### config.mk
export PLATFORM = sky130hd
export DESIGN_NAME = mux_rr_nto1
export DESIGN_NICKNAME = d
export VERILOG_FILES = /design/src/rtl/mux_rr_nto1.sv
export SDC_FILE = /design/constraint.sdc
export NUM_CORES = 1
export LEC_CHECK = 0
export ABC_AREA = 0
export BUFFER_PORTS_ARGS = -buffer_cell sky130_fd_sc_hd__buf_4
export CAP_MARGIN = 10
export CORE_MARGIN = 3
export CORE_UTILIZATION = 40
export CTS_CLUSTER_SIZE = 40
export DETAILED_ROUTE_END_ITERATION = 8
export GPL_TIMING_DRIVEN = 0
export HOLD_SLACK_MARGIN = 0.15
export PLACE_DENSITY_LB_ADDON = 0.08
export SYNTH_ARGS = -nofsm -noshare
export SYNTH_HDL_FRONTEND = slang
export SYNTH_SLANG_ARGS = --single-unit
### constraint.sdc
create_clock -name clk -period 3 [get_ports clk]
set_input_delay 0.15 -clock clk [delete_from_list [all_inputs] [get_ports clk]]
set_output_delay 0.15 -clock clk [all_outputs]
set_load 0.01 [all_outputs]
### src/rtl/mux_rr_nto1.sv
// N-to-1 valid/ready channel mux with a registered output, round-robin or fixed-select grant.
// Define MUX_RR_XFER_CNT_EN to build the saturating output-handshake counter on xfer_cnt.
module mux_rr_nto1 #(
  parameter int WIDTH = 8,
  parameter int NCH   = 4,
  parameter int SELW  = 2
) (
  input  logic                  clk,
  input  logic                  rst_n,
  input  logic [NCH*WIDTH-1:0]  in_data,
  input  logic [NCH-1:0]        in_valid,
  output logic [NCH-1:0]        in_ready,
  input  logic                  mode,
  input  logic [SELW-1:0]       sel,
  output logic [WIDTH-1:0]      out_data,
  output logic                  out_valid,
  input  logic                  out_ready,
  output logic [SELW-1:0]       out_sel,
  output logic [15:0]           xfer_cnt
);

  logic [WIDTH-1:0] out_data_q, out_data_d;
  logic             out_valid_q, out_valid_d;
  logic [SELW-1:0]  out_sel_q, out_sel_d;
  logic [SELW-1:0]  rr_ptr_q, rr_ptr_d;

  logic             load;
  logic             gnt_vld;
  logic [SELW-1:0]  gnt_idx;
  logic [WIDTH-1:0] gnt_data;

  assign load = !out_valid_q | out_ready;

  // Round-robin search starts at rr_ptr and wraps modulo NCH, so NCH need not be a power of two.
  always_comb begin
    int idx;
    idx     = 0;
    gnt_vld = 1'b0;
    gnt_idx = '0;
    if (!mode) begin
      for (int k = 0; k < NCH; k++) begin
        idx = int'(rr_ptr_q) + k;
        if (idx >= NCH) idx = idx - NCH;
        if (!gnt_vld && in_valid[idx]) begin
          gnt_vld = 1'b1;
          gnt_idx = SELW'(idx);
        end
      end
    end else begin
      for (int i = 0; i < NCH; i++) begin
        if (int'(sel) == i && in_valid[i]) begin
          gnt_vld = 1'b1;
          gnt_idx = SELW'(i);
        end
      end
    end
  end

  always_comb begin
    gnt_data = '0;
    in_ready = '0;
    for (int i = 0; i < NCH; i++) begin
      if (int'(gnt_idx) == i) gnt_data = in_data[i*WIDTH +: WIDTH];
      in_ready[i] = rst_n & load & gnt_vld & (int'(gnt_idx) == i);
    end
  end

  always_comb begin
    out_data_d  = out_data_q;
    out_valid_d = out_valid_q;
    out_sel_d   = out_sel_q;
    rr_ptr_d    = rr_ptr_q;
    if (load) begin
      if (gnt_vld) begin
        out_data_d  = gnt_data;
        out_sel_d   = gnt_idx;
        out_valid_d = 1'b1;
        if (!mode) begin
          rr_ptr_d = (int'(gnt_idx) == NCH - 1) ? '0 : SELW'(int'(gnt_idx) + 1);
        end
      end else begin
        out_valid_d = 1'b0;
      end
    end
  end

  always_ff @(posedge clk or negedge rst_n) begin
    if (!rst_n) begin
      out_data_q  <= '0;
      out_valid_q <= 1'b0;
      out_sel_q   <= '0;
      rr_ptr_q    <= '0;
    end else begin
      out_data_q  <= out_data_d;
      out_valid_q <= out_valid_d;
      out_sel_q   <= out_sel_d;
      rr_ptr_q    <= rr_ptr_d;
    end
  end

  assign out_data  = out_data_q;
  assign out_valid = out_valid_q;
  assign out_sel   = out_sel_q;

`ifdef MUX_RR_XFER_CNT_EN
  logic [15:0] xfer_cnt_q, xfer_cnt_d;

  always_comb begin
    xfer_cnt_d = xfer_cnt_q;
    if (out_valid_q && out_ready && xfer_cnt_q != 16'hFFFF) xfer_cnt_d = xfer_cnt_q + 16'd1;
  end

  always_ff @(posedge clk or negedge rst_n) begin
    if (!rst_n) xfer_cnt_q <= 16'h0000;
    else        xfer_cnt_q <= xfer_cnt_d;
  end

  assign xfer_cnt = xfer_cnt_q;
`else
  assign xfer_cnt = 16'h0000;
`endif

endmodule

==> flow_summary.json, run 1 <==
{
  "cp_slowest_stage_delay_ns": 0.52,
  "grt-ovfl-total": 0,
  "antenna_found_initial": 0,
  "timing.rr.end": "out_data[7]",
  "syn_to_final_growth_pct": 70.1,
  "syn_inst": 136,
  "fmax_mhz": 329,
  "syn_area_mm2": 0.00126,
  "stdcell_area_mm2": 0.00214,
  "die_area_mm2": 0.00386,
  "grt_pass1_wl_um": 5640,
  "n_fill_cell": 213,
  "cp_data_arrival_time_ns": 2.89,
  "cts_sinks": 13,
  "slowest_stage": "or4b_4",
  "clock-root-buffer": "clkbuf_4",
  "synth_edf_count": 0,
  "power_density_mw_per_mm2": 622,
  "status": "complete, but fails checks",
  "setup_viol": 6,
  "layout_common_cells": "83 x buf_4, 16 x conb_1, 13 x nand2_1, 13 x dfrtp_1, 9 x buf_6",
  "rr_worst_depth": 11,
  "worstReg2RegStart": "rr_ptr_q[1]",
  "critPathCaptureType": "output port",
  "path_max_fanout": 5,
  "seq_area_um2": 325,
  "grt_pass1_vias": 1264,
  "layout_min_cycle_time_ns": 3.04,
  "gp_congestion": 0.847,
  "ant_nets": 0,
  "ys_warn_count": 0,
  "start_util_pct": 43.8,
  "coreArea_mm2": 0.00288,
  "worstHoldPathCells": 3,
  "violations": "negative setup slack",
  "dr.pass1.iters": 4,
  "clk_pin_slew_worst_paths_ns": 0.09,
  "clk_path_buf_depth": 2,
  "clkLatencyLatePin_ns": 0.29,
  "final_common_cell": "buf_4",
  "synth.distinct_cells": 35,
  "reg2reg_setup_slack_ns": -0.02,
  "multi_input_area_um2": 926,
  "hold_viol": 0,
  "cts_tree": "done",
  "fp.dieW_um": 62.1,
  "first_iter_violations": 63,
  "fin_worst_skew_ns": 0.00865,
  "synth_flop_cell": "dfrtp_1",
  "path_class": "flip-flop to output port",
  "peakVddDrop_v": 0.000441,
  "portBuffers": 55,
  "grt_max_degree": 18,
  "die_y_um": 62.1,
  "pin_count": 73,
  "whs_endpoint": "out_valid",
  "via_per_inst": 4.93,
  "placed_area_mm2": 0.00178,
  "fin_crit_sh_pct": 101,
  "wl_um": 4020,
  "seq_area_frac_synth_pct": 25.8,
  "routedWlPerCell_um": 14.9,
  "synth-async-reset-ratio_pct": 100,
  "dp_slack_ns": -0.213,
  "final_nets": 275,
  "htree_num_levels": 1,
  "drv_cap": 0,
  "worstPathCellList": "mux2_4 -> or4b_4 -> a221o_1 -> o211ai_1 -> inv_2 -> buf_6 -> ha_4 -> buf_8 -> and3_4 -> buf_6",
  "drc_errors": 0,
  "ys_ff_latch": 13,
  "slew_viol_final": 0,
  "start_kind": "flip-flop",
  "hpwl_um": 2640,
  "cts_buffers": 3,
  "setup_ws_ns": -0.0440,
  "num_antenna_cells": 0,
  "critPathMostFrequentCell": "buf_6",
  "required_ns": 2.85,
  "rows": 19,
  "leakage_uw": 0.00107,
  "final_util_pct": 74.5,
  "drive_above_1_share_pct": 58.3,
  "dr_total_vias": 1330,
  "min_from": "out_ready",
  "syn_area_per_cell_um2": 9.26,
  "rsz0062_at_grt": "true",
  "hold_class": "primary input to flip-flop",
  "grt_util_all_layers_pct": 17.5
}
[cells in the mapped netlist (3+ instances only)]
| master | count | area share, % |
|---|---|---|
| inv_1 | 5 | 1.5 |
| o21ai_0 | 5 | 2.0 |
| clkbuf_1 | 3 | 0.89 |
| mux2_4 | 5 | 6.0 |
| a21oi_1 | 3 | 1.2 |
| o211ai_1 | 3 | 1.8 |
| a221oi_1 | 7 | 4.9 |
| mux2i_1 | 7 | 5.6 |
| nand2_1 | 13 | 3.9 |
| dfrtp_1 | 13 | 26 |
| nor2b_1 | 9 | 4.5 |
| buf_4 | 16 | 9.5 |
| mux2_2 | 8 | 7.2 |
| ha_1 | 4 | 4.0 |
| nand3b_1 | 4 | 2.4 |
| o31ai_1 | 7 | 4.2 |
| and3_1 | 3 | 1.5 |
[worst max-delay path, delay by kind of cell, from the launching register on]
kind / cells / cell delay [ns]
multiplexers: 1 / 0.31
AND/OR/NAND/NOR: 2 / 0.67
flip-flops: 1 / 0.42
adder cells (fa/ha/maj): 1 / 0.17
buffers and inverters: 4 / 0.48
AO/OA/AOI/OAI: 2 / 0.54
[kinds of logic after synthesis]
kind of cell	Yosys count	share of synthesized area [%]
compound gates	30	17.4
fa+ha+maj	4	3.97
buf+inv	30	16.4
flops	13	25.8
mux	20	18.7
other cells	1	0.298
simple gates	38	17.5
[per-layer routing]
metal	wire length (µm)	up-vias	track usage (%)
li1	-	647	-
met2	2050	52	31.9
met5	0	-	0
met4	51	0	3.59
met1	1680	627	20.6
met3	234	4	4.68
[where the power goes]
part	internal [µW]	total (µW)	switching, µW	leakage (µW)
sequential	254	298	44.2	0.000156
combinational	526	913	387	0.000899
clock	51.7	122	70.1	0.0000150
[worst max-delay path by stage]
stage	startpoint	end	depth (start not counted)
6_report	rr_ptr_q[1]	in_ready[2]	10
2_1_floorplan	rr_ptr_q[1]	out_data[2]	11
4_1_cts	rr_ptr_q[1]	out_data[1]	10
3_3_place_gp	rr_ptr_q[1]	out_data[4]	10
3_5_place_dp	rr_ptr_q[1]	out_data[7]	10
5_1_grt	rr_ptr_q[1]	in_ready[2]	10
[layout make-up]
cell class              instances  area share [%]
flip-flops and latches         13            15.2
inverters                       5           0.876
well taps                      42            2.45
clock buffers                   4            1.23
repair buffers                 74            27.1
multi-input cells             108            43.2
plain buffers                  24            9.98
[state kept, by name (all words and copies together), names as in the netlist]
name and flops:
out_sel 2, out_data 8, out_valid 1, rr_ptr_q 2
[timing repair]
action / in CTS / in global routing
pin swaps: 1 / 6
hold buffers: 1 / 0
endpoints found under the setup margin: 11 / 12
hold endpoints to repair: 13 / 0
gates cloned: 1 / 0
buffers inserted: 6 / 11
gates resized for setup: 12 / 37
[per-stage QoR]
step	power [µW]	cells	hold slack (ns)	setup TNS, ns
2_1_floorplan	730	151	-0.146	0
3_3_place_gp	953	248	0.0175	-0.686
3_5_place_dp	967	248	0.0199	-1.29
4_1_cts	1150	259	0.153	-0.00592
5_1_grt	1420	270	0.173	-0.965
6_report	1330	270	0.147	-0.0908
(Power assumes the default switching activity.)
==> inputs of run 2 (changes only) <==
- BUFFER_PORTS_ARGS: -buffer_cell sky130_fd_sc_hd__buf_4 -> not set
- CORE_UTILIZATION: 40 -> 58
- DONT_BUFFER_PORTS: not set -> 1
- clock period: 3 -> 3.6 ns (I/O delays scaled with it)
==> flow_summary.json, run 2 (synthesis results as in run 1) <==
{
  "use_met2_pct": 40.7,
  "fin_worst_skew_ns": 0.000912,
  "via_per_inst": 5.61,
  "grt.busiest_layer": "met2",
  "status": "finished, final reports clean",
  "clock-root-buffer": "clkbuf_4",
  "grt_util_all_layers_pct": 22.1,
  "pwr-share-comb_pct": 52.3,
  "htree_num_levels": 1,
  "path_max_fanout": 10,
  "layout_min_cycle_time_ns": 3.18,
  "syn_to_final_growth_pct": 11.6,
  "use_met3_pct": 4.27,
  "worstPathCellList": "mux2_2 -> or4b_4 -> a221o_1 -> o211ai_1 -> inv_1 -> ha_1 -> clkbuf_2 -> buf_1 -> and3_1",
  "setup_ws_ns": 0.418,
  "grt_pass1_wl_um": 4430,
  "clk_pin_slew_worst_paths_ns": 0.08,
  "first_iter_violations": 13,
  "final_nets": 205,
  "clk_path_buf_depth": 2,
  "layout_common_cells": "16 x buf_4, 16 x conb_1, 13 x nand2_1, 13 x dfrtp_1, 9 x nor2b_1",
  "gp_congestion": 0.794,
  "setup_tns_ns": 0,
  "ant_nets": 0,
  "dp_slack_ns": 0.448,
  "fmax_mhz": 314,
  "hold_class": "primary input to flip-flop",
  "cp_slowest_stage_delay_ns": 0.49,
  "clockPowerShare_pct": 11.7,
  "hold_viol": 0,
  "critPathCaptureType": "output port",
  "clkLatencyLatePin_ns": 0.27,
  "path_class": "flip-flop to output port",
  "wl_um": 2900,
  "pin_count": 73,
  "slew_viol_final": 0,
  "hpwl_um": 2220,
  "internal_power_uw": 466,
  "switching_share_pct": 39.8,
  "cts_tree": "done",
  "p_sw_uw": 309,
  "portBuffers": 0,
  "peakVddDrop_v": 0.000308,
  "reg2reg_setup_slack_ns": 0.42,
  "required_ns": 3.42,
  "largest_reg_flops": 8,
  "rsz0062_at_grt": "false",
  "relSlewSlack_pct": 61.4,
  "grt-ovfl-total": 0,
  "start_kind": "flip-flop",
  "drc_errors": 0,
  "rows": 16,
  "leakage_uw": 0.000662,
  "start_util_pct": 62.9,
  "slowest_stage": "or4b_4",
  "routedWlPerCell_um": 15.6,
  "worst_pin_slew_ns": 0.577,
  "cp_data_arrival_time_ns": 3.00,
  "grt_max_degree": 14,
  "antenna_found_initial": 0,
  "num_antenna_cells": 0,
  "grt_pass1_vias": 1005,
  "drive_above_1_share_pct": 25.9,
  "fin_crit_sh_pct": 88.4,
  "drv_cap": 0,
  "fp.dieW_um": 52.6,
  "pwr-share-seq_pct": 36.1,
  "setup_viol": 0,
  "dr.pass1.iters": 2,
  "die_area_mm2": 0.00277,
  "die_y_um": 52.6,
  "cts_buffers": 3,
  "power_density_mw_per_mm2": 551,
  "dr_total_vias": 1038,
  "cts_sinks": 13,
  "coreArea_mm2": 0.00200,
  "met1_usage_pct": 23.7
}
==> run 2: changes by cell type in the layout (fill, tap and decap cells not counted), sizes merged <==
cell / delta
dlygate4sd3: +2
buf: -75
clkbuf: +3
==> run 2: layout make-up <==
type | count | area (µm²)
well taps | 27 | 33.8
repair buffers | 3 | 30.0
clock buffers | 4 | 26.3
fillers | 165 | 596
multi-input cells | 108 | 785
flip-flops and latches | 13 | 325
inverters | 5 | 18.8
plain buffers | 25 | 188
==> run 2: metrics by stage <==
step           hold WS, ns  instances  cell area, µm²  power (µW)  util [%]
2_1_floorplan       -0.116        151            1320         608         -
3_3_place_gp        -0.115        178            1350         666      67.4
3_5_place_dp        -0.115        178            1350         680      67.4
4_1_cts              0.154        185            1410         779      70.3
5_1_grt              0.161        185            1410         836      70.3
6_report             0.160        185            1410         774      70.3
==> run 2: worst paths after layout <==
path | start | endpoint | cells past startpoint
max | rr_ptr_q[1] | in_ready[3] | 9
min | in_data[31] | out_data[7] | 3
max reg2reg | rr_ptr_q[1] | out_data[6] | 10
min reg2reg | out_data[1] | out_data[1] | 1
max in group asynchronous | rst_n | out_valid | 1
min in group asynchronous | rst_n | out_data[1] | 1
==> run 2: repair_timing <==
item,4_1_cts,5_1_grt
setup endpoints to repair,0,0
endpoints found under the hold margin,14,0
hold buffers,3,0
gates resized for setup,0,0
buffers inserted,0,0
==> run 2: power groups by stage <==
stage | Clock, µW | Sequential, µW | Combinational (µW)
2_1_floorplan | 0 | 270 | 338
3_3_place_gp | 0 | 282 | 384
3_5_place_dp | 0 | 282 | 398
4_1_cts | 92.6 | 280 | 407
5_1_grt | 99.4 | 286 | 451
6_report | 90.4 | 279 | 405
==> run 2: layer usage <==
metal / part of all wire (%) / vias up
li1: - / 507
met1: 38 / 478
met2: 52 / 47
met3: 8.3 / 6
met4: 1.5 / 0
met5: 0 / -
==> run 2: critical path: cells and delay by family (launching register included) <==
| kind | cells | cell delay [ns] |
|---|---|---|
| simple gates | 2 | 0.73 |
| compound gates | 2 | 0.55 |
| flops | 1 | 0.36 |
| mux | 1 | 0.34 |
| buf+inv | 3 | 0.55 |
| fa+ha+maj | 1 | 0.19 |
==> inputs of run 3 (changes only) <==
==> constraint.sdc (replaced) <==
create_clock -name clk -period 3.09 [get_ports clk]
set_input_delay 0.1545 -clock clk [delete_from_list [all_inputs] [get_ports clk]]
set_output_delay 0.1545 -clock clk [all_outputs]
set_load 0.02 [all_outputs]
==> flow_summary.json, run 3 (synthesis results as in run 1) <==
{
  "coreArea_mm2": 0.00200,
  "drive_above_1_share_pct": 30.3,
  "num_antenna_cells": 0,
  "relSlewSlack_pct": 60.9,
  "syn_to_final_growth_pct": 21.0,
  "drv_cap": 0,
  "fp.dieW_um": 52.6,
  "hold_viol": 0,
  "n_fill_cell": 148,
  "clock-root-buffer": "clkbuf_4",
  "die_y_um": 52.6,
  "rsz0062_at_grt": "true",
  "layout_min_cycle_time_ns": 3.08,
  "worst_pin_slew_ns": 0.585,
  "clkLatencyLatePin_ns": 0.27,
  "hold_class": "primary input to flip-flop",
  "cts_sinks": 13,
  "htree_num_levels": 1,
  "dp_cells": 178,
  "start_util_pct": 62.9,
  "portBuffers": 0,
  "drc_errors": 0,
  "critPathCaptureType": "output port",
  "required_ns": 2.94,
  "grt-ovfl-total": 0,
  "placed_area_mm2": 0.00135,
  "first_iter_violations": 14,
  "pin_count": 73,
  "clk_pin_slew_worst_paths_ns": 0.08,
  "power_uw": 1000,
  "final_common_cell": "buf_4",
  "peakVddDrop_v": 0.000385,
  "start_kind": "flip-flop",
  "fmax_mhz": 324,
  "grt_pass1_vias": 1056,
  "layout_common_cells": "18 x buf_4, 16 x conb_1, 13 x nand2_1, 13 x dfrtp_1, 11 x dlygate4sd3_1",
  "grt_max_degree": 14,
  "final_nets": 212,
  "grt_util_all_layers_pct": 23.1,
  "fin_crit_sh_pct": 99.7,
  "cts_tree": "done",
  "dr_total_vias": 1061,
  "slew_viol_final": 0,
  "cts_buffers": 3,
  "path_max_fanout": 10,
  "routedWlPerCell_um": 15.9,
  "grt_pass1_wl_um": 4660,
  "finalNonFillerCells": 192,
  "path_class": "flip-flop to output port",
  "cp_data_arrival_time_ns": 2.93,
  "hpwl_um": 2220,
  "dr.pass1.iters": 4,
  "largest_reg_flops": 8,
  "final_util_pct": 76.1,
  "antenna_found_initial": 0,
  "power_density_mw_per_mm2": 659,
  "setup_viol": 0,
  "status": "finished, final reports clean",
  "die_area_mm2": 0.00277,
  "ant_nets": 0,
  "stdcell_area_mm2": 0.00152,
  "via_per_inst": 5.53,
  "wl_um": 3060,
  "rows": 16,
  "leakage_uw": 0.000715,
  "gp_congestion": 0.794,
  "fin_worst_skew_ns": 0.000773,
  "clk_path_buf_depth": 2
}
==> run 3: cell type report <==
class,instances,area (µm²),share of cell area (%)
flip-flops and latches,13,325,21.3
clock buffers,4,26.3,1.72
plain buffers,23,188,12.3
inverters,5,18.8,1.23
multi-input cells,108,815,53.4
well taps,27,33.8,2.22
repair buffers,12,118,7.72
==> run 3: where the power goes <==
| group | switching (µW) | internal, µW |
|---|---|---|
| logic | 251 | 274 |
| clock network | 55.1 | 50.0 |
| registers | 128 | 246 |
==> run 3: stage by stage <==
step           hold slack, ns  TNS, ns  setup WS (ns)
3_3_place_gp           -0.141        0        0.00904
4_1_cts                 0.183  -0.0323        -0.0323
3_5_place_dp           -0.141   -0.339        -0.0619
6_report                0.183        0        0.00778
2_1_floorplan          -0.141        0          0.249
5_1_grt                 0.202   -0.264         -0.126
==> run 3: worst paths after layout <==
| kind | startpoint | to | slack, ns | cells after the start |
|---|---|---|---|---|
| worst max-delay path | rr_ptr_q[1] | in_ready[3] | 0.008 | 8 |
| worst min-delay path | mode | rr_ptr_q[1] | 0.18 | 2 |
| worst max register to register | rr_ptr_q[1] | out_data[2] | 0.03 | 11 |
| worst min register to register | out_sel[1] | out_sel[1] | 0.65 | 2 |
| max in group asynchronous | rst_n | rr_ptr_q[1] | 2.39 | 1 |
| min in group asynchronous | rst_n | out_data[1] | 0.32 | 1 |
==> run 3: critical path, cell delays in order, from the launching register on <==
cell and delay, ns:
dfrtp_1 0.36, mux2_2 0.34, or4b_4 0.49, a221o_1 0.36
o211ai_1 0.20, inv_1 0.13, ha_1 0.32, buf_4 0.22
and3_2 0.23
==> run 3: layer usage <==
layer	track usage, %	vias to the layer above	part of all wire [%]	wire length, µm
li1	-	516	-	-
met1	24.4	496	39	1180
met2	44.0	45	53	1620
met3	3.99	4	7.1	218
met4	9.79	0	1.1	35
met5	0	-	0	0
==> run 3: repair_timing <==
action                                  4_1_cts  5_1_grt
gates resized for setup                       5       11
endpoints found under the setup margin       11       11
buffers inserted                              0        1
hold buffers                                 11        0
pin swaps                                     0        0
hold endpoints to repair                     22        0
